[config.mk]
export PLATFORM = sky130hd
export DESIGN_NAME = sample_capture
export DESIGN_NICKNAME = d
export VERILOG_FILES = /design/src/rtl/sample_capture_pkg.sv /design/src/rtl/sc_fifo.sv /design/src/rtl/sample_capture.sv
export SDC_FILE = /design/constraint.sdc
export NUM_CORES = 1
export LEC_CHECK = 0
export CORE_MARGIN = 5
export CORE_UTILIZATION = 45
export CTS_CLUSTER_DIAMETER = 40
export DETAILED_ROUTE_END_ITERATION = 6
export HOLD_SLACK_MARGIN = 0.08
export PLACE_DENSITY = 0.66
export SYNTH_ARGS = -nofsm -noshare
export SYNTH_HDL_FRONTEND = slang
export SYNTH_SLANG_ARGS = --single-unit
[constraint.sdc]
create_clock -name clk -period 6.51 [get_ports clk]
set_input_delay 0.9765 -clock clk [delete_from_list [all_inputs] [get_ports clk]]
set_output_delay 0.9765 -clock clk [all_outputs]
set_load 0.01 [all_outputs]
[src/rtl/sample_capture_pkg.sv]
// sample_capture_pkg: shared defaults, state encoding and counter widths for sample_capture.
package sample_capture_pkg;

    localparam int DEF_WIDTH = 24;
    localparam int DEF_DEPTH = 16;
    localparam int DROP_W    = 8;
    localparam int LEN_W     = 16;

    typedef enum logic [1:0] {
        IDLE = 2'd0,
        RUN  = 2'd1,
        DONE = 2'd2
    } state_t;

endpackage

[src/rtl/sc_fifo.sv]
// sc_fifo: first-word-fall-through sample FIFO; pointers carry one extra wrap bit so full and empty differ.
module sc_fifo #(
    parameter int WIDTH = 24,
    parameter int DEPTH = 16
) (
    input  logic                     clk,
    input  logic                     rst_n,
    input  logic                     i_push,
    input  logic [WIDTH-1:0]         i_data,
    input  logic                     i_pop,
    output logic [WIDTH-1:0]         o_data,
    output logic                     o_full,
    output logic                     o_empty,
    output logic [$clog2(DEPTH):0]   o_level
);

    localparam int AW = $clog2(DEPTH);
    localparam logic [AW:0] LV_FULL = (AW + 1)'(DEPTH);
    localparam logic [AW:0] PTR_ONE = (AW + 1)'(1);

    logic [WIDTH-1:0] r_mem [DEPTH];
    logic [AW:0]      r_wp;
    logic [AW:0]      r_rp;
    logic             w_pop;
    logic             w_push;

    assign o_level = r_wp - r_rp;
    assign o_empty = (r_wp == r_rp);
    assign o_full  = (o_level == LV_FULL);
    assign w_pop   = i_pop & ~o_empty;
    // a pop frees the slot in the same cycle, so a full FIFO still accepts
    assign w_push  = i_push & (~o_full | w_pop);
    assign o_data  = o_empty ? '0 : r_mem[r_rp[AW-1:0]];

    always_ff @(posedge clk) begin
        if (!rst_n) begin
            r_wp <= '0;
            r_rp <= '0;
        end else begin
            if (w_push) r_wp <= r_wp + PTR_ONE;
            if (w_pop)  r_rp <= r_rp + PTR_ONE;
        end
    end

    always_ff @(posedge clk) begin
        if (w_push) r_mem[r_wp[AW-1:0]] <= i_data;
    end

endmodule

[src/rtl/sample_capture.sv]
// sample_capture: armed capture of strobed samples into a FWFT FIFO with drop accounting.
// Optional SAMPLE_CAPTURE_PEAK_EN adds per-run peak_max/peak_min tracking.
module sample_capture
    import sample_capture_pkg::*;
#(
    parameter int WIDTH = DEF_WIDTH,
    parameter int DEPTH = DEF_DEPTH
) (
    input  logic                     clk,
    input  logic                     rst_n,
    input  logic signed [WIDTH-1:0]  sample_in,
    input  logic                     sample_stb,
    input  logic                     start,
    input  logic [LEN_W-1:0]         capture_len,
    output logic [WIDTH-1:0]         out_data,
    output logic                     out_valid,
    input  logic                     out_ready,
    output logic [$clog2(DEPTH):0]   level,
    output logic                     busy,
    output logic                     overflow,
    output logic [DROP_W-1:0]        drop_cnt
`ifdef SAMPLE_CAPTURE_PEAK_EN
    ,
    output logic signed [WIDTH-1:0]  peak_max,
    output logic signed [WIDTH-1:0]  peak_min
`endif
);

    state_t             r_state;
    state_t             w_state_nxt;
    logic [LEN_W-1:0]   r_cnt;
    logic [LEN_W-1:0]   r_len;
    logic               r_ovf;
    logic [DROP_W-1:0]  r_drop;
    logic               w_run;
    logic               w_start;
    logic               w_pop;
    logic               w_push;
    logic               w_drop;
    logic               w_hit;
    logic               w_full;
    logic               w_empty;

    sc_fifo #(
        .WIDTH (WIDTH),
        .DEPTH (DEPTH)
    ) u_fifo (
        .clk     (clk),
        .rst_n   (rst_n),
        .i_push  (w_push),
        .i_data  (sample_in),
        .i_pop   (w_pop),
        .o_data  (out_data),
        .o_full  (w_full),
        .o_empty (w_empty),
        .o_level (level)
    );

    assign w_run     = (r_state == RUN);
    assign w_start   = start & (r_state != DONE);
    assign out_valid = ~w_empty;
    assign w_pop     = out_valid & out_ready;
    assign w_push    = w_run & sample_stb & (~w_full | w_pop);
    assign w_drop    = w_run & sample_stb & w_full & ~w_pop;
    // dropped strobes still count toward the run length
    assign w_hit     = w_run & sample_stb & (r_len != '0) & (r_cnt + LEN_W'(1) == r_len);
    assign busy      = w_run;
    assign overflow  = r_ovf;
    assign drop_cnt  = r_drop;

    always_ff @(posedge clk) begin
        if (!rst_n) r_state <= IDLE;
        else        r_state <= w_state_nxt;
    end

    always_comb begin
        w_state_nxt = r_state;
        unique case (r_state)
            IDLE:    w_state_nxt = start ? RUN : IDLE;
            RUN:     w_state_nxt = (w_hit && !start) ? DONE : RUN;
            DONE:    w_state_nxt = IDLE;
            default: w_state_nxt = IDLE;
        endcase
    end

    always_ff @(posedge clk) begin
        if (!rst_n) begin
            r_cnt  <= '0;
            r_len  <= '0;
            r_ovf  <= 1'b0;
            r_drop <= '0;
        end else if (w_start) begin
            r_cnt  <= '0;
            r_len  <= capture_len;
            r_ovf  <= 1'b0;
            r_drop <= '0;
        end else begin
            if (w_run && sample_stb) r_cnt <= r_cnt + LEN_W'(1);
            if (w_drop) begin
                r_ovf <= 1'b1;
                if (r_drop != '1) r_drop <= r_drop + DROP_W'(1);
            end
        end
    end

`ifdef SAMPLE_CAPTURE_PEAK_EN
    logic                     r_first;
    logic signed [WIDTH-1:0]  r_pmax;
    logic signed [WIDTH-1:0]  r_pmin;

    always_ff @(posedge clk) begin
        if (!rst_n) begin
            r_first <= 1'b1;
            r_pmax  <= '0;
            r_pmin  <= '0;
        end else if (w_push && (r_first || w_start)) begin
            r_first <= 1'b0;
            r_pmax  <= sample_in;
            r_pmin  <= sample_in;
        end else if (w_start) begin
            r_first <= 1'b1;
        end else if (w_push) begin
            if (sample_in > r_pmax) r_pmax <= sample_in;
            if (sample_in < r_pmin) r_pmin <= sample_in;
        end
    end

    assign peak_max = r_pmax;
    assign peak_min = r_pmin;
`endif

endmodule

==> results of run 1 <==
cell usage after synthesis (all sizes together) (6+ instances only):
| cell type | n |
|---|---|
| edfxtp | 384 |
| mux4 | 120 |
| dfxtp | 57 |
| nand2 | 52 |
| clkbuf | 41 |
| nor2 | 34 |
| a21oi | 30 |
| nor2b | 28 |
| and3 | 23 |
| xnor2 | 22 |
| xor2 | 18 |
| inv | 15 |
| nand3 | 15 |
| nand4 | 12 |
| ha | 11 |
| o21ai | 10 |
| buf | 8 |
| nor3 | 7 |
| or3 | 7 |
| and2 | 6 |
| or4 | 6 |
layer usage:
metal  vias up  global-route usage  routed length, um
met1      4682              0.2246              15200
met5         -                   0                 13
met3        56             0.03344               1942
met4         2             0.05164                796
met2       215              0.2875              18850
li1       4078                   -                  -
layout make-up:
cell class	instances	share of cell area
Inverter	16	0.002830
Timing Repair Buffer	107	0.04835
Clock inverter	41	0.02600
Sequential cell	441	0.5976
Clock buffer	64	0.06946
Tap cell	518	0.03054
Multi-Input combinational cell	451	0.2252
worst reg2reg max path, delay by kind of cell, from the launching register on:
family / cells / cell delay, ns
simple gates: 3 / 1.45
compound gates: 1 / 0.77
fa+ha+maj: 2 / 0.60
buf+inv: 3 / 0.55
flops: 1 / 0.35
xor+xnor: 1 / 0.20
sequential cells by signal (all words and copies together), names as in the netlist, named ones only:
register,count
drop_cnt,8
overflow,1
r_cnt,16
r_len,16
r_state,2
u_fifo.r_mem,384
u_fifo.r_rp,5
u_fifo.r_wp,5
stage by stage:
step,power (mW),setup WS (ns),std cells,util,instance area (um^2)
6_report,6.955,1.881,1638,0.5478,21220
5_1_grt,7.194,1.640,1638,0.5478,21220
2_1_floorplan,3.515,1.594,957,-,17690
4_1_cts,7.040,1.735,1638,0.5478,21220
3_3_place_gp,3.738,2.196,1533,0.4955,19190
3_5_place_dp,3.743,2.167,1533,0.4955,19190
kinds of logic (layout without fill, tap and decap cells):
| kind of cell | count (synthesis) | in the layout | share of synthesized area |
|---|---|---|---|
| buffers and inverters | 65 | 228 | 0.01429 |
| adder cells (fa/ha/maj) | 12 | 12 | 0.008911 |
| XOR/XNOR | 40 | 40 | 0.01980 |
| AND/OR/NAND/NOR | 206 | 206 | 0.06068 |
| multiplexers | 125 | 125 | 0.1556 |
| AO/OA/AOI/OAI | 68 | 68 | 0.02440 |
| flip-flops | 441 | 441 | 0.7163 |
power breakdown:
group | internal, mW | switching, mW | total, mW
logic | 0.294 | 0.247 | 0.541
registers | 3.09 | 0.0344 | 3.13
clock network | 2.08 | 1.20 | 3.29
total | 5.47 | 1.48 | 6.95
path summary, 6_finish.rpt:
kind	from	endpoint	slack, ns	cells after the start
setup / recovery	flip-flop	out_data[0]	1.88	5
hold / removal	overflow$_SDFFE_PP0P_	overflow$_SDFFE_PP0P_	0.47	2
hold reg to reg	overflow$_SDFFE_PP0P_	overflow$_SDFFE_PP0P_	0.47	2
setup reg to reg	u_fifo.r_wp[0]$_SDFFE_PN0P_	u_fifo.r_mem[4][9]$_DFFE_PP_	2.33	10
==> report_table.html, run 1 <==
<table>
<tr><th>Metric</th><th>Value</th></tr>
<tr><th colspan="2">Status</th></tr>
<tr><td>Result of the run</td><td>finished, final reports clean</td></tr>
<tr><th colspan="2">Setup path</th></tr>
<tr><td>Type of the setup path with the least slack</td><td>flip-flop to output pin</td></tr>
<tr><td>Required time of the worst setup path</td><td>5.53 ns</td></tr>
<tr><td>Kind of capture point of the worst setup path</td><td>output pin</td></tr>
<tr><td>Cell occurring most often along the worst timing path</td><td>sky130_fd_sc_hd__mux4_2</td></tr>
<tr><td>Cell Chain, Critical Path</td><td>buf_12, mux4_2, mux4_2, nor2b_1, clkdlybuf4s50_1</td></tr>
<tr><td>Worst path bufs/invs</td><td>2</td></tr>
<tr><td>Cell with the largest stage delay on the worst path</td><td>sky130_fd_sc_hd__dfxtp_4</td></tr>
<tr><td>Stage delay of the slowest cell on the critical path</td><td>0.68 ns</td></tr>
<tr><td>Highest net fanout along the worst path</td><td>73</td></tr>
<tr><td>Kind of cell adding the most delay to the critical path</td><td>buffers and inverters</td></tr>
<tr><td>Data arrival at the endpoint of the critical path</td><td>3.65 ns</td></tr>
<tr><td>Type of origin of the critical path</td><td>flip-flop</td></tr>
<tr><th colspan="2">Logic synthesis</th></tr>
<tr><td>Area share of the largest cell type after synthesis</td><td>0.6518</td></tr>
<tr><td>Unique masters post-synth</td><td>55</td></tr>
<tr><td>Nets in the synthesized netlist</td><td>1014</td></tr>
<tr><td>Main flop type after synthesis</td><td>sky130_fd_sc_hd__edfxtp_1</td></tr>
<tr><td>Yosys Warn Count</td><td>0</td></tr>
<tr><td>Dominant cells by area after synthesis</td><td>sky130_fd_sc_hd__edfxtp_1 65%, sky130_fd_sc_hd__mux4_2 15%, sky130_fd_sc_hd__dfxtp_1 6.5%, sky130_fd_sc_hd__nand2_1 1.1%, sky130_fd_sc_hd__xnor2_1 1.1%</td></tr>
<tr><td>Cell type contributing the most total cell area after synthesis</td><td>sky130_fd_sc_hd__edfxtp_1</td></tr>
<tr><td>Mapped Cells</td><td>957</td></tr>
<tr><td>Number of enable flip-flop cells after synthesis</td><td>384</td></tr>
<tr><td>Mapped Area</td><td>17690 um^2</td></tr>
<tr><td>Async S/R FF share, synth</td><td>0</td></tr>
<tr><td>FF+latch count, synth</td><td>441</td></tr>
<tr><td>Post-synthesis average cell area</td><td>18.49 um^2</td></tr>
<tr><td>Part of the Yosys area used for sequential elements</td><td>0.7163</td></tr>
<tr><th colspan="2">CTS</th></tr>
<tr><td>Clock buffer count from CTS</td><td>57</td></tr>
<tr><td>Clock transition at the registers of the reported paths</td><td>0.05 ns</td></tr>
<tr><td>Maximum count of clock buffers along a single path</td><td>3</td></tr>
<tr><td>Setup repair bufs after CTS</td><td>0</td></tr>
<tr><td>H-tree lvl count</td><td>2</td></tr>
<tr><td>Clock Root Buffer</td><td>sky130_fd_sc_hd__clkbuf_16</td></tr>
<tr><td>Hold_buf cts</td><td>0</td></tr>
<tr><td>Skew-Pair Late Insertion Delay</td><td>0.60 ns</td></tr>
<tr><td>TritonCTS clock tree</td><td>built</td></tr>
<tr><td>Post-CTS Resized</td><td>0</td></tr>
<tr><td>Num Clock Sinks</td><td>441</td></tr>
<tr><th colspan="2">Drt</th></tr>
<tr><td>Number of search-and-repair iterations in the first detailed-routing pass</td><td>5</td></tr>
<tr><td>Via-to-Cell Ratio</td><td>5.515</td></tr>
<tr><td>Routed length per instance</td><td>22.47 um</td></tr>
<tr><td>Count of unresolved DRC violations after routing</td><td>0</td></tr>
<tr><td>Initial DRC Count</td><td>634</td></tr>
<tr><td>Vias</td><td>9033</td></tr>
<tr><td>Post-route ant nets</td><td>0</td></tr>
<tr><td>Detailed-route wire length</td><td>36.80 mm</td></tr>
<tr><th colspan="2">Layout</th></tr>
<tr><td>Most common library cell in the layout ignoring fill and taps</td><td>sky130_fd_sc_hd__edfxtp_1</td></tr>
<tr><td>Antenna fix cells</td><td>0</td></tr>
<tr><td>Synthesis-to-finish area growth</td><td>19.95%</td></tr>
<tr><td>Multi-input combinational cell area</td><td>4780 um^2</td></tr>
<tr><td>Number of filler instances in the final layout</td><td>3019</td></tr>
<tr><td>Most frequent cells in the layout</td><td>384 x sky130_fd_sc_hd__edfxtp_1, 120 x sky130_fd_sc_hd__mux4_2, 84 x sky130_fd_sc_hd__clkdlybuf4s50_1</td></tr>
<tr><td>Final-stage net count</td><td>1131</td></tr>
<tr><td>Total area of sequential cells</td><td>12680 um^2</td></tr>
<tr><td>Layout cell share with drive strength beyond 1</td><td>0.2179</td></tr>
<tr><th colspan="2">STA</th></tr>
<tr><td>Pin slew with the least headroom to its limit</td><td>1.203 ns</td></tr>
<tr><td>Final Max Slew Viols</td><td>0</td></tr>
<tr><td>Final critical path time including I/O delays and setup</td><td>4.629 ns</td></tr>
<tr><td>Achievable Freq</td><td>216.0 MHz</td></tr>
<tr><td>Setup repair after global routing missed its margin</td><td>false</td></tr>
<tr><td>Clock Skews</td><td>0.02131 ns</td></tr>
<tr><td>Final Hold Vio Count</td><td>0</td></tr>
<tr><td>WHS</td><td>0.4728 ns</td></tr>
<tr><td>Total of endpoints with negative setup slack in the final report</td><td>0</td></tr>
<tr><td>Post-route setup TNS</td><td>0 ns</td></tr>
<tr><td>Headroom to the max-slew limit</td><td>0.1772</td></tr>
<tr><td>Fin crit share</td><td>0.7111</td></tr>
<tr><th colspan="2">Floorplan</th></tr>
<tr><td>Die Wd</td><td>208.3 um</td></tr>
<tr><td>Overall die area</td><td>43380 um^2</td></tr>
<tr><td>Row count</td><td>72</td></tr>
<tr><td>Boundary Pins</td><td>85</td></tr>
<tr><td>Chip height</td><td>208.3 um</td></tr>
<tr><td>Placeable Area</td><td>38740 um^2</td></tr>
<tr><td>Initial core utilization</td><td>0.4567</td></tr>
<tr><th colspan="2">Worst hold path</th></tr>
<tr><td>Worst hold path type</td><td>flip-flop to flip-flop</td></tr>
<tr><th colspan="2">GRT</th></tr>
<tr><td>Global-route usage over all layers</td><td>0.1697</td></tr>
<tr><td>Initial antenna violation count</td><td>1</td></tr>
<tr><td>Total overflow reported by the global router</td><td>0</td></tr>
<tr><td>Global-route wire length before repair</td><td>56.81 mm</td></tr>
<tr><td>Via count of the first global-routing pass</td><td>9614</td></tr>
<tr><td>Maximum number of pins on one net before global-route repair</td><td>74</td></tr>
<tr><th colspan="2">Power</th></tr>
<tr><td>Worst VDD drop</td><td>0.0001985 V</td></tr>
<tr><td>Cell area power density</td><td>327.7 nW/um^2</td></tr>
<tr><td>Leakage Power</td><td>6.749 nW</td></tr>
<tr><th colspan="2">Place</th></tr>
<tr><td>Total of buffers placed on input and output ports</td><td>84</td></tr>
<tr><td>Final weighted congestion of routability-driven global placement</td><td>0.7829</td></tr>
<tr><td>Half-perimeter wire length after detailed placement</td><td>20.19 mm</td></tr>
<tr><th colspan="2">Run</th></tr>
<tr><td>Number of max-capacitance violations reported</td><td>0</td></tr>
</table>
(Power assumes the default switching activity.)
==> run 2: changes to the inputs <==
PLACE_DENSITY = 0.69   (was 0.66)
clock period = 4.25 ns   (was 6.51 ns; I/O delays follow)
==> report_table.html, run 2 (synthesized netlist as in run 1, its figures left out) <==
<table>
<tr><th>Metric</th><th>Value</th></tr>
<tr><th colspan="2">Drt</th></tr>
<tr><td>Routed length per instance</td><td>22.87 um (+1.8%)</td></tr>
<tr><td>Via-to-Cell Ratio</td><td>5.593 (+1.4%)</td></tr>
<tr><td>Number of search-and-repair iterations in the first detailed-routing pass</td><td>5 (unchanged)</td></tr>
<tr><td>Wire length on met1</td><td>16.78 mm (+10%)</td></tr>
<tr><td>Detailed-route wire length</td><td>37.62 mm (+2.2%)</td></tr>
<tr><td>Initial DRC Count</td><td>858 (+35%)</td></tr>
<tr><td>Top Metal Used</td><td>met5</td></tr>
<tr><td>Post-route ant nets</td><td>0 (unchanged)</td></tr>
<tr><td>Count of unresolved DRC violations after routing</td><td>0 (unchanged)</td></tr>
<tr><td>Detail Route met3 WL</td><td>2.620 mm (+35%)</td></tr>
<tr><td>Vias</td><td>9201 (+1.9%)</td></tr>
<tr><td>Detailed route wirelength on metal2</td><td>17.60 mm (-6.6%)</td></tr>
<tr><th colspan="2">Floorplan</th></tr>
<tr><td>Initial core utilization</td><td>0.4567 (unchanged)</td></tr>
<tr><td>Placeable Area</td><td>38740 um^2 (unchanged)</td></tr>
<tr><td>Overall die area</td><td>43380 um^2 (unchanged)</td></tr>
<tr><td>Row count</td><td>72 (unchanged)</td></tr>
<tr><td>Boundary Pins</td><td>85 (unchanged)</td></tr>
<tr><td>Die Wd</td><td>208.3 um (unchanged)</td></tr>
<tr><td>Chip height</td><td>208.3 um (unchanged)</td></tr>
<tr><th colspan="2">CTS</th></tr>
<tr><td>Setup repair bufs after CTS</td><td>0 (unchanged)</td></tr>
<tr><td>H-tree lvl count</td><td>2 (unchanged)</td></tr>
<tr><td>Post-CTS Resized</td><td>0 (unchanged)</td></tr>
<tr><td>Hold_buf cts</td><td>0 (unchanged)</td></tr>
<tr><td>TritonCTS clock tree</td><td>built</td></tr>
<tr><td>Clock buffer count from CTS</td><td>56 (-1.8%)</td></tr>
<tr><td>Skew-Pair Late Insertion Delay</td><td>0.57 ns (-0.03 ns)</td></tr>
<tr><td>Clock transition at the registers of the reported paths</td><td>0.06 ns (about the same)</td></tr>
<tr><td>Num Clock Sinks</td><td>441 (unchanged)</td></tr>
<tr><td>Clock Root Buffer</td><td>sky130_fd_sc_hd__clkbuf_16</td></tr>
<tr><td>Maximum count of clock buffers along a single path</td><td>3 (unchanged)</td></tr>
<tr><th colspan="2">Setup path</th></tr>
<tr><td>Required time of the worst setup path</td><td>3.61 ns (-1.92 ns)</td></tr>
<tr><td>Type of origin of the critical path</td><td>flip-flop</td></tr>
<tr><td>Highest net fanout along the worst path</td><td>22 (-70%)</td></tr>
<tr><td>Kind of capture point of the worst setup path</td><td>output pin</td></tr>
<tr><td>Data arrival at the endpoint of the critical path</td><td>3.28 ns (-0.37 ns)</td></tr>
<tr><td>Type of the setup path with the least slack</td><td>flip-flop to output pin</td></tr>
<tr><th colspan="2">GRT</th></tr>
<tr><td>Global-route wire length before repair</td><td>57.81 mm (+1.8%)</td></tr>
<tr><td>Global-route usage over all layers</td><td>0.1734 (+0.003715)</td></tr>
<tr><td>Total overflow reported by the global router</td><td>0 (unchanged)</td></tr>
<tr><td>Via count of the first global-routing pass</td><td>9435 (-1.9%)</td></tr>
<tr><td>Maximum number of pins on one net before global-route repair</td><td>30 (-59%)</td></tr>
<tr><td>Initial antenna violation count</td><td>4 (+3)</td></tr>
<tr><th colspan="2">Layout</th></tr>
<tr><td>Multi-input combinational cell area</td><td>4783 um^2 (about the same)</td></tr>
<tr><td>Layout cell share with drive strength beyond 1</td><td>0.2254 (+0.007520)</td></tr>
<tr><td>Number of flip-flops in the largest register</td><td>384 (unchanged)</td></tr>
<tr><td>Final core utilization</td><td>0.5478 (unchanged)</td></tr>
<tr><td>Number of filler instances in the final layout</td><td>2990 (-0.96%)</td></tr>
<tr><td>Number of standard cells in the layout, taps in and fillers out</td><td>1645 (+0.43%)</td></tr>
<tr><td>Total area of sequential cells</td><td>12680 um^2 (unchanged)</td></tr>
<tr><td>Antenna fix cells</td><td>0 (unchanged)</td></tr>
<tr><td>Synthesis-to-finish area growth</td><td>19.95% (unchanged)</td></tr>
<tr><td>Most frequent cells in the layout</td><td>384 x sky130_fd_sc_hd__edfxtp_1, 120 x sky130_fd_sc_hd__mux4_2, 84 x sky130_fd_sc_hd__clkdlybuf4s50_1</td></tr>
<tr><td>Most common library cell in the layout ignoring fill and taps</td><td>sky130_fd_sc_hd__edfxtp_1</td></tr>
<tr><td>Final-stage net count</td><td>1138 (+0.62%)</td></tr>
<tr><td>Final Instance Area</td><td>21220 um^2 (unchanged)</td></tr>
<tr><th colspan="2">Worst hold path</th></tr>
<tr><td>Worst hold path type</td><td>flip-flop to flip-flop</td></tr>
<tr><th colspan="2">Power</th></tr>
<tr><td>Cell area power density</td><td>489.0 nW/um^2 (+49%)</td></tr>
<tr><td>Cell Int Power</td><td>8.055 mW (+47%)</td></tr>
<tr><td>Logic gate share of total power</td><td>0.085 (+0.007)</td></tr>
<tr><td>Sequential power share</td><td>0.461 (+0.011)</td></tr>
<tr><td>Total Power Consumption</td><td>10.38 mW (+49%)</td></tr>
<tr><td>Leakage Power</td><td>6.736 nW (-0.19%)</td></tr>
<tr><td>Worst VDD drop</td><td>0.0002888 V (+45%)</td></tr>
<tr><td>Net load switching power</td><td>2.323 mW (+56%)</td></tr>
<tr><td>Clock share of power</td><td>0.454 (-0.018)</td></tr>
<tr><td>Switching Fraction</td><td>0.2238 (+0.01041)</td></tr>
<tr><th colspan="2">STA</th></tr>
<tr><td>Fin crit share</td><td>0.9209</td></tr>
<tr><td>WHS</td><td>0.4756 ns (+0.002758 ns)</td></tr>
<tr><td>Final setup margin</td><td>0.3361 ns (-1.545 ns)</td></tr>
<tr><td>Setup repair after global routing missed its margin</td><td>false</td></tr>
<tr><td>Final critical path time including I/O delays and setup</td><td>3.914 ns</td></tr>
<tr><td>Final Max Slew Viols</td><td>0 (unchanged)</td></tr>
<tr><td>Achievable Freq</td><td>255.5 MHz</td></tr>
<tr><td>Post-route setup TNS</td><td>0 ns (unchanged)</td></tr>
<tr><td>Clock Skews</td><td>0.01944 ns (-0.001873 ns)</td></tr>
<tr><td>Pin slew with the least headroom to its limit</td><td>1.059 ns (-0.1438 ns)</td></tr>
<tr><td>Final Hold Vio Count</td><td>0 (unchanged)</td></tr>
<tr><td>Headroom to the max-slew limit</td><td>0.2938 (+0.1166)</td></tr>
<tr><td>Total of endpoints with negative setup slack in the final report</td><td>0 (unchanged)</td></tr>
<tr><th colspan="2">Status</th></tr>
<tr><td>Result of the run</td><td>finished, final reports clean</td></tr>
<tr><th colspan="2">Place</th></tr>
<tr><td>Instance area after placement</td><td>19310 um^2 (+0.59%)</td></tr>
<tr><td>Total of buffers placed on input and output ports</td><td>84 (unchanged)</td></tr>
<tr><td>Number of cells after detailed placement</td><td>1541 (+0.52%)</td></tr>
<tr><td>Half-perimeter wire length after detailed placement</td><td>22.44 mm (+11%)</td></tr>
<tr><td>Final weighted congestion of routability-driven global placement</td><td>0.7952 (+1.6%)</td></tr>
<tr><td>Worst slack, placed</td><td>0.8634 ns (-1.304 ns)</td></tr>
<tr><th colspan="2">Run</th></tr>
<tr><td>Number of max-capacitance violations reported</td><td>0 (unchanged)</td></tr>
</table>
-- run 2: final cells by class --
type	instances	share of cell area
Clock buffer	63	0.06728
Timing Repair Buffer	115	0.05354
Clock inverter	41	0.02282
Sequential cell	441	0.5976
Inverter	16	0.002830
Tap cell	518	0.03054
Multi-Input combinational cell	451	0.2254
-- run 2: worst paths after layout --
path,start,endpoint,slack (ns),cells after the start
max,flip-flop,out_data[23],0.34,5
min,overflow$_SDFFE_PP0P_,overflow$_SDFFE_PP0P_,0.48,2
max reg2reg,u_fifo.r_wp[0]$_SDFFE_PN0P_,u_fifo.r_mem[13][19]$_DFFE_PP_,0.97,12
min reg2reg,overflow$_SDFFE_PP0P_,overflow$_SDFFE_PP0P_,0.48,2
-- run 2: power groups by stage --
stage	combinational, mW	clock (mW)	sequential (mW)
after CTS	0.899	4.80	4.79
final	0.880	4.71	4.78
after global routing	0.952	4.99	4.79
after detailed placement	0.896	0	4.88
after global placement	0.889	0	4.88
after floorplan	0.543	0	4.84
-- run 2: routing by layer --
metal  track usage  vias up
met5             0        -
li1              -     4101
met3       0.03871       52
met4       0.03896        6
met1        0.2545     4734
met2        0.2702      308
-- run 2: worst max-delay path, cell delays in order, from the launching register on --
cell	delay (ns)
sky130_fd_sc_hd__dfxtp_4	0.63
sky130_fd_sc_hd__buf_12	0.28
sky130_fd_sc_hd__mux4_2	0.58
sky130_fd_sc_hd__mux4_2	0.53
sky130_fd_sc_hd__nor2b_1	0.16
sky130_fd_sc_hd__clkdlybuf4s50_1	0.49
==> run 3: changes to the inputs <==
PLACE_DENSITY = not set   (was 0.69)
SETUP_SLACK_MARGIN = 0.3   (was not set)
==> report_table.html, run 3 (synthesized netlist as in run 1, its figures left out) <==
<table>
<tr><th>Metric</th><th>Value</th></tr>
<tr><th colspan="2">Status</th></tr>
<tr><td>Result of the run</td><td>finished, final reports clean</td></tr>
<tr><th colspan="2">CTS</th></tr>
<tr><td>Hold_buf cts</td><td>0 (unchanged)</td></tr>
<tr><td>Clock transition at the registers of the reported paths</td><td>0.05 ns (about the same)</td></tr>
<tr><td>H-tree lvl count</td><td>2 (unchanged)</td></tr>
<tr><td>Skew-Pair Late Insertion Delay</td><td>0.60 ns (+0.03 ns)</td></tr>
<tr><td>Clock buffer count from CTS</td><td>60 (+7.1%)</td></tr>
<tr><td>Clock Root Buffer</td><td>sky130_fd_sc_hd__clkbuf_16</td></tr>
<tr><td>Num Clock Sinks</td><td>441 (unchanged)</td></tr>
<tr><td>TritonCTS clock tree</td><td>built</td></tr>
<tr><td>Maximum count of clock buffers along a single path</td><td>3 (unchanged)</td></tr>
<tr><th colspan="2">Setup path</th></tr>
<tr><td>Data arrival at the endpoint of the critical path</td><td>3.99 ns (+0.71 ns)</td></tr>
<tr><td>Type of origin of the critical path</td><td>flip-flop</td></tr>
<tr><td>Stage delay of the slowest cell on the critical path</td><td>0.91 ns (+0.28 ns)</td></tr>
<tr><td>Highest net fanout along the worst path</td><td>24 (+9.1%)</td></tr>
<tr><td>Required time of the worst setup path</td><td>4.46 ns (+0.85 ns)</td></tr>
<tr><td>Type of the setup path with the least slack</td><td>flip-flop to flip-flop</td></tr>
<tr><td>Cell with the largest stage delay on the worst path</td><td>sky130_fd_sc_hd__and3_2</td></tr>
<tr><td>Critical R2R Launch</td><td>u_fifo.r_wp[0]$_SDFFE_PN0P_</td></tr>
<tr><td>Worst-case register-to-register setup slack</td><td>0.47 ns (-0.50 ns)</td></tr>
<tr><td>Kind of cell adding the most delay to the critical path</td><td>simple AND/OR/NAND/NOR gates</td></tr>
<tr><td>Cell depth of the worst flop-to-flop path</td><td>11 (-1)</td></tr>
<tr><td>Cell occurring most often along the worst timing path</td><td>sky130_fd_sc_hd__inv_1</td></tr>
<tr><td>Cell Chain, Critical Path</td><td>inv_1, ha_1, inv_1, fa_1, a21o_1, a21oi_1, xnor2_1, a211oi_1, buf_4, nor2_1, and3_2</td></tr>
<tr><td>Worst path bufs/invs</td><td>3 (+1)</td></tr>
<tr><td>Kind of capture point of the worst setup path</td><td>flip-flop</td></tr>
<tr><td>Reg-to-Reg End</td><td>u_fifo.r_mem[13][11]$_DFFE_PP_</td></tr>
<tr><th colspan="2">Drt</th></tr>
<tr><td>Number of search-and-repair iterations in the first detailed-routing pass</td><td>5 (unchanged)</td></tr>
<tr><td>Detailed-route wire length</td><td>37.79 mm (+0.44%)</td></tr>
<tr><td>Routed length per instance</td><td>22.87 um (about the same)</td></tr>
<tr><td>Via-to-Cell Ratio</td><td>5.455 (-2.5%)</td></tr>
<tr><td>Vias</td><td>9011 (-2.1%)</td></tr>
<tr><td>Count of unresolved DRC violations after routing</td><td>0 (unchanged)</td></tr>
<tr><td>Initial DRC Count</td><td>487 (-43%)</td></tr>
<tr><td>Post-route ant nets</td><td>0 (unchanged)</td></tr>
<tr><th colspan="2">GRT</th></tr>
<tr><td>Via count of the first global-routing pass</td><td>9469 (+0.36%)</td></tr>
<tr><td>Maximum number of pins on one net before global-route repair</td><td>30 (unchanged)</td></tr>
<tr><td>Global-route usage over all layers</td><td>0.1761 (+0.002634)</td></tr>
<tr><td>Total overflow reported by the global router</td><td>0 (unchanged)</td></tr>
<tr><td>Global-route wire length before repair</td><td>58.22 mm (+0.70%)</td></tr>
<tr><td>Initial antenna violation count</td><td>0 (-4)</td></tr>
<tr><th colspan="2">Layout</th></tr>
<tr><td>Antenna fix cells</td><td>0 (unchanged)</td></tr>
<tr><td>Number of flip-flops in the largest register</td><td>384 (unchanged)</td></tr>
<tr><td>Multi-input combinational cell area</td><td>4806 um^2 (+0.47%)</td></tr>
<tr><td>Most frequent cells in the layout</td><td>384 x sky130_fd_sc_hd__edfxtp_1, 120 x sky130_fd_sc_hd__mux4_2, 84 x sky130_fd_sc_hd__clkdlybuf4s50_1</td></tr>
<tr><td>Synthesis-to-finish area growth</td><td>21.31%</td></tr>
<tr><td>Number of filler instances in the final layout</td><td>3031 (+1.4%)</td></tr>
<tr><td>Layout cell share with drive strength beyond 1</td><td>0.2434 (+0.01801)</td></tr>
<tr><td>Final-stage net count</td><td>1140 (+0.18%)</td></tr>
<tr><td>Total area of sequential cells</td><td>12680 um^2 (about the same)</td></tr>
<tr><td>Most common library cell in the layout ignoring fill and taps</td><td>sky130_fd_sc_hd__edfxtp_1</td></tr>
<tr><th colspan="2">Floorplan</th></tr>
<tr><td>Boundary Pins</td><td>85 (unchanged)</td></tr>
<tr><td>Chip height</td><td>208.3 um (unchanged)</td></tr>
<tr><td>Overall die area</td><td>43380 um^2 (unchanged)</td></tr>
<tr><td>Row count</td><td>72 (unchanged)</td></tr>
<tr><td>Initial core utilization</td><td>0.4567 (unchanged)</td></tr>
<tr><td>Placeable Area</td><td>38740 um^2 (unchanged)</td></tr>
<tr><td>Die Wd</td><td>208.3 um (unchanged)</td></tr>
<tr><th colspan="2">STA</th></tr>
<tr><td>Clock Skews</td><td>0.01551 ns (-0.003924 ns)</td></tr>
<tr><td>WHS</td><td>0.4739 ns (-0.001731 ns)</td></tr>
<tr><td>Pin slew with the least headroom to its limit</td><td>1.123 ns (+0.06348 ns)</td></tr>
<tr><td>Headroom to the max-slew limit</td><td>0.2465 (-0.04734)</td></tr>
<tr><td>Fin crit share</td><td>0.8895 (-0.03147)</td></tr>
<tr><td>Total of endpoints with negative setup slack in the final report</td><td>0 (unchanged)</td></tr>
<tr><td>Final critical path time including I/O delays and setup</td><td>3.780 ns (-0.1337 ns)</td></tr>
<tr><td>Final Max Slew Viols</td><td>0 (unchanged)</td></tr>
<tr><td>Setup repair after global routing missed its margin</td><td>true</td></tr>
<tr><td>Achievable Freq</td><td>264.5 MHz (+3.5%)</td></tr>
<tr><td>Post-route setup TNS</td><td>0 ns (unchanged)</td></tr>
<tr><td>Final Hold Vio Count</td><td>0 (unchanged)</td></tr>
<tr><th colspan="2">Worst hold path</th></tr>
<tr><td>Worst hold path type</td><td>flip-flop to flip-flop</td></tr>
<tr><td>Startpoint of the lowest-slack hold path</td><td>overflow$_SDFFE_PP0P_</td></tr>
<tr><td>Hold Crit Depth</td><td>2 (unchanged)</td></tr>
<tr><td>Worst hold path endpoint</td><td>overflow$_SDFFE_PP0P_</td></tr>
<tr><th colspan="2">Place</th></tr>
<tr><td>Final weighted congestion of routability-driven global placement</td><td>0.7984 (+0.40%)</td></tr>
<tr><td>Half-perimeter wire length after detailed placement</td><td>21.18 mm (-5.6%)</td></tr>
<tr><td>Total of buffers placed on input and output ports</td><td>84 (unchanged)</td></tr>
<tr><th colspan="2">Power</th></tr>
<tr><td>Leakage Power</td><td>6.842 nW (+1.6%)</td></tr>
<tr><td>Cell area power density</td><td>505.3 nW/um^2 (+3.3%)</td></tr>
<tr><td>Worst VDD drop</td><td>0.0004111 V (+42%)</td></tr>
<tr><th colspan="2">Run</th></tr>
<tr><td>Number of max-capacitance violations reported</td><td>0 (unchanged)</td></tr>
</table>
-- run 3: cell count changes in the layout (fill, tap and decap cells not counted), moves of 2 or more --
cell and delta:
sky130_fd_sc_hd__and3_1 -11, sky130_fd_sc_hd__clkbuf_16 +5, sky130_fd_sc_hd__clkbuf_1 -4, sky130_fd_sc_hd__and3_2 +10, sky130_fd_sc_hd__bufinv_16 +2, sky130_fd_sc_hd__buf_4 -4, sky130_fd_sc_hd__inv_6 +8, sky130_fd_sc_hd__clkbuf_8 +4
sky130_fd_sc_hd__clkinv_4 -6
-- run 3: worst register-to-register path: stages (launching register included) --
cell and delay [ns]:
sky130_fd_sc_hd__dfxtp_1 0.35, sky130_fd_sc_hd__inv_1 0.13, sky130_fd_sc_hd__ha_1 0.17, sky130_fd_sc_hd__inv_1 0.05
sky130_fd_sc_hd__fa_1 0.39, sky130_fd_sc_hd__a21o_1 0.17, sky130_fd_sc_hd__a21oi_1 0.16, sky130_fd_sc_hd__xnor2_1 0.21
sky130_fd_sc_hd__a211oi_1 0.09, sky130_fd_sc_hd__buf_4 0.19, sky130_fd_sc_hd__nor2_1 0.56, sky130_fd_sc_hd__and3_2 0.91
-- run 3: timing repair --
action	CTS	global route
gates cloned	0	0
buffers inserted	3	1
endpoints found under the hold margin	0	0
endpoints found under the setup margin	4	194
gates resized for setup	0	1
-- run 3: how the worst max path moves through the flow --
stage | start | end | slack [ns] | depth (start not counted)
floorplan | u_fifo.r_wp[0]$_SDFFE_PN0P_ | u_fifo.r_mem[15][0]$_DFFE_PP_ | 0.59 | 9
global placement | u_fifo.r_wp[0]$_SDFFE_PN0P_ | u_fifo.r_mem[2][16]$_DFFE_PP_ | 0.52 | 11
detailed placement | u_fifo.r_wp[0]$_SDFFE_PN0P_ | u_fifo.r_mem[2][16]$_DFFE_PP_ | 0.46 | 11
CTS | flip-flop | out_data[0] | 0.36 | 5
global route | u_fifo.r_wp[0]$_SDFFE_PN0P_ | u_fifo.r_mem[13][11]$_DFFE_PP_ | 0.18 | 11
finish | u_fifo.r_wp[0]$_SDFFE_PN0P_ | u_fifo.r_mem[13][11]$_DFFE_PP_ | 0.47 | 11
-- run 3: metrics by stage --
| step | worst slack, ns | std cells | total power, mW | utilization | instance area, um^2 |
|---|---|---|---|---|---|
| final | 0.4698 | 1652 | 10.85 | 0.5540 | 21460 |
| after global routing | 0.1821 | 1652 | 11.24 | 0.5540 | 21460 |
| after CTS | 0.3560 | 1651 | 10.97 | 0.5535 | 21440 |
| after detailed placement | 0.4626 | 1535 | 5.764 | 0.4981 | 19300 |
| after global placement | 0.5181 | 1535 | 5.757 | 0.4981 | 19300 |
| after floorplan | 0.5939 | 957 | 5.384 | - | 17700 |
-- run 3: metal layers --
layer	GRT usage	wire [um]	vias up
li1	-	-	4133
met1	0.2364	15760	4634
met5	0	0	-
met2	0.3024	19660	199
met4	0.04621	684	0
met3	0.02892	1688	45
-- run 3: cell type report --
| cell class | count | area share |
|---|---|---|
| sequential | 441 | 0.5910 |
| multi-input combinational | 451 | 0.2239 |
| clock buffer | 68 | 0.07422 |
| tap | 518 | 0.03020 |
| clock inverter | 45 | 0.02472 |
| inverter | 16 | 0.002799 |
| timing repair buffer | 113 | 0.05317 |
-- run 3: power breakdown --
part           leakage (nW)  total, mW  internal (mW)  switching, mW
registers              3.92       4.77           4.74         0.0320
clock network          1.03       5.18           3.23           1.95
logic                  1.89      0.893          0.484          0.410
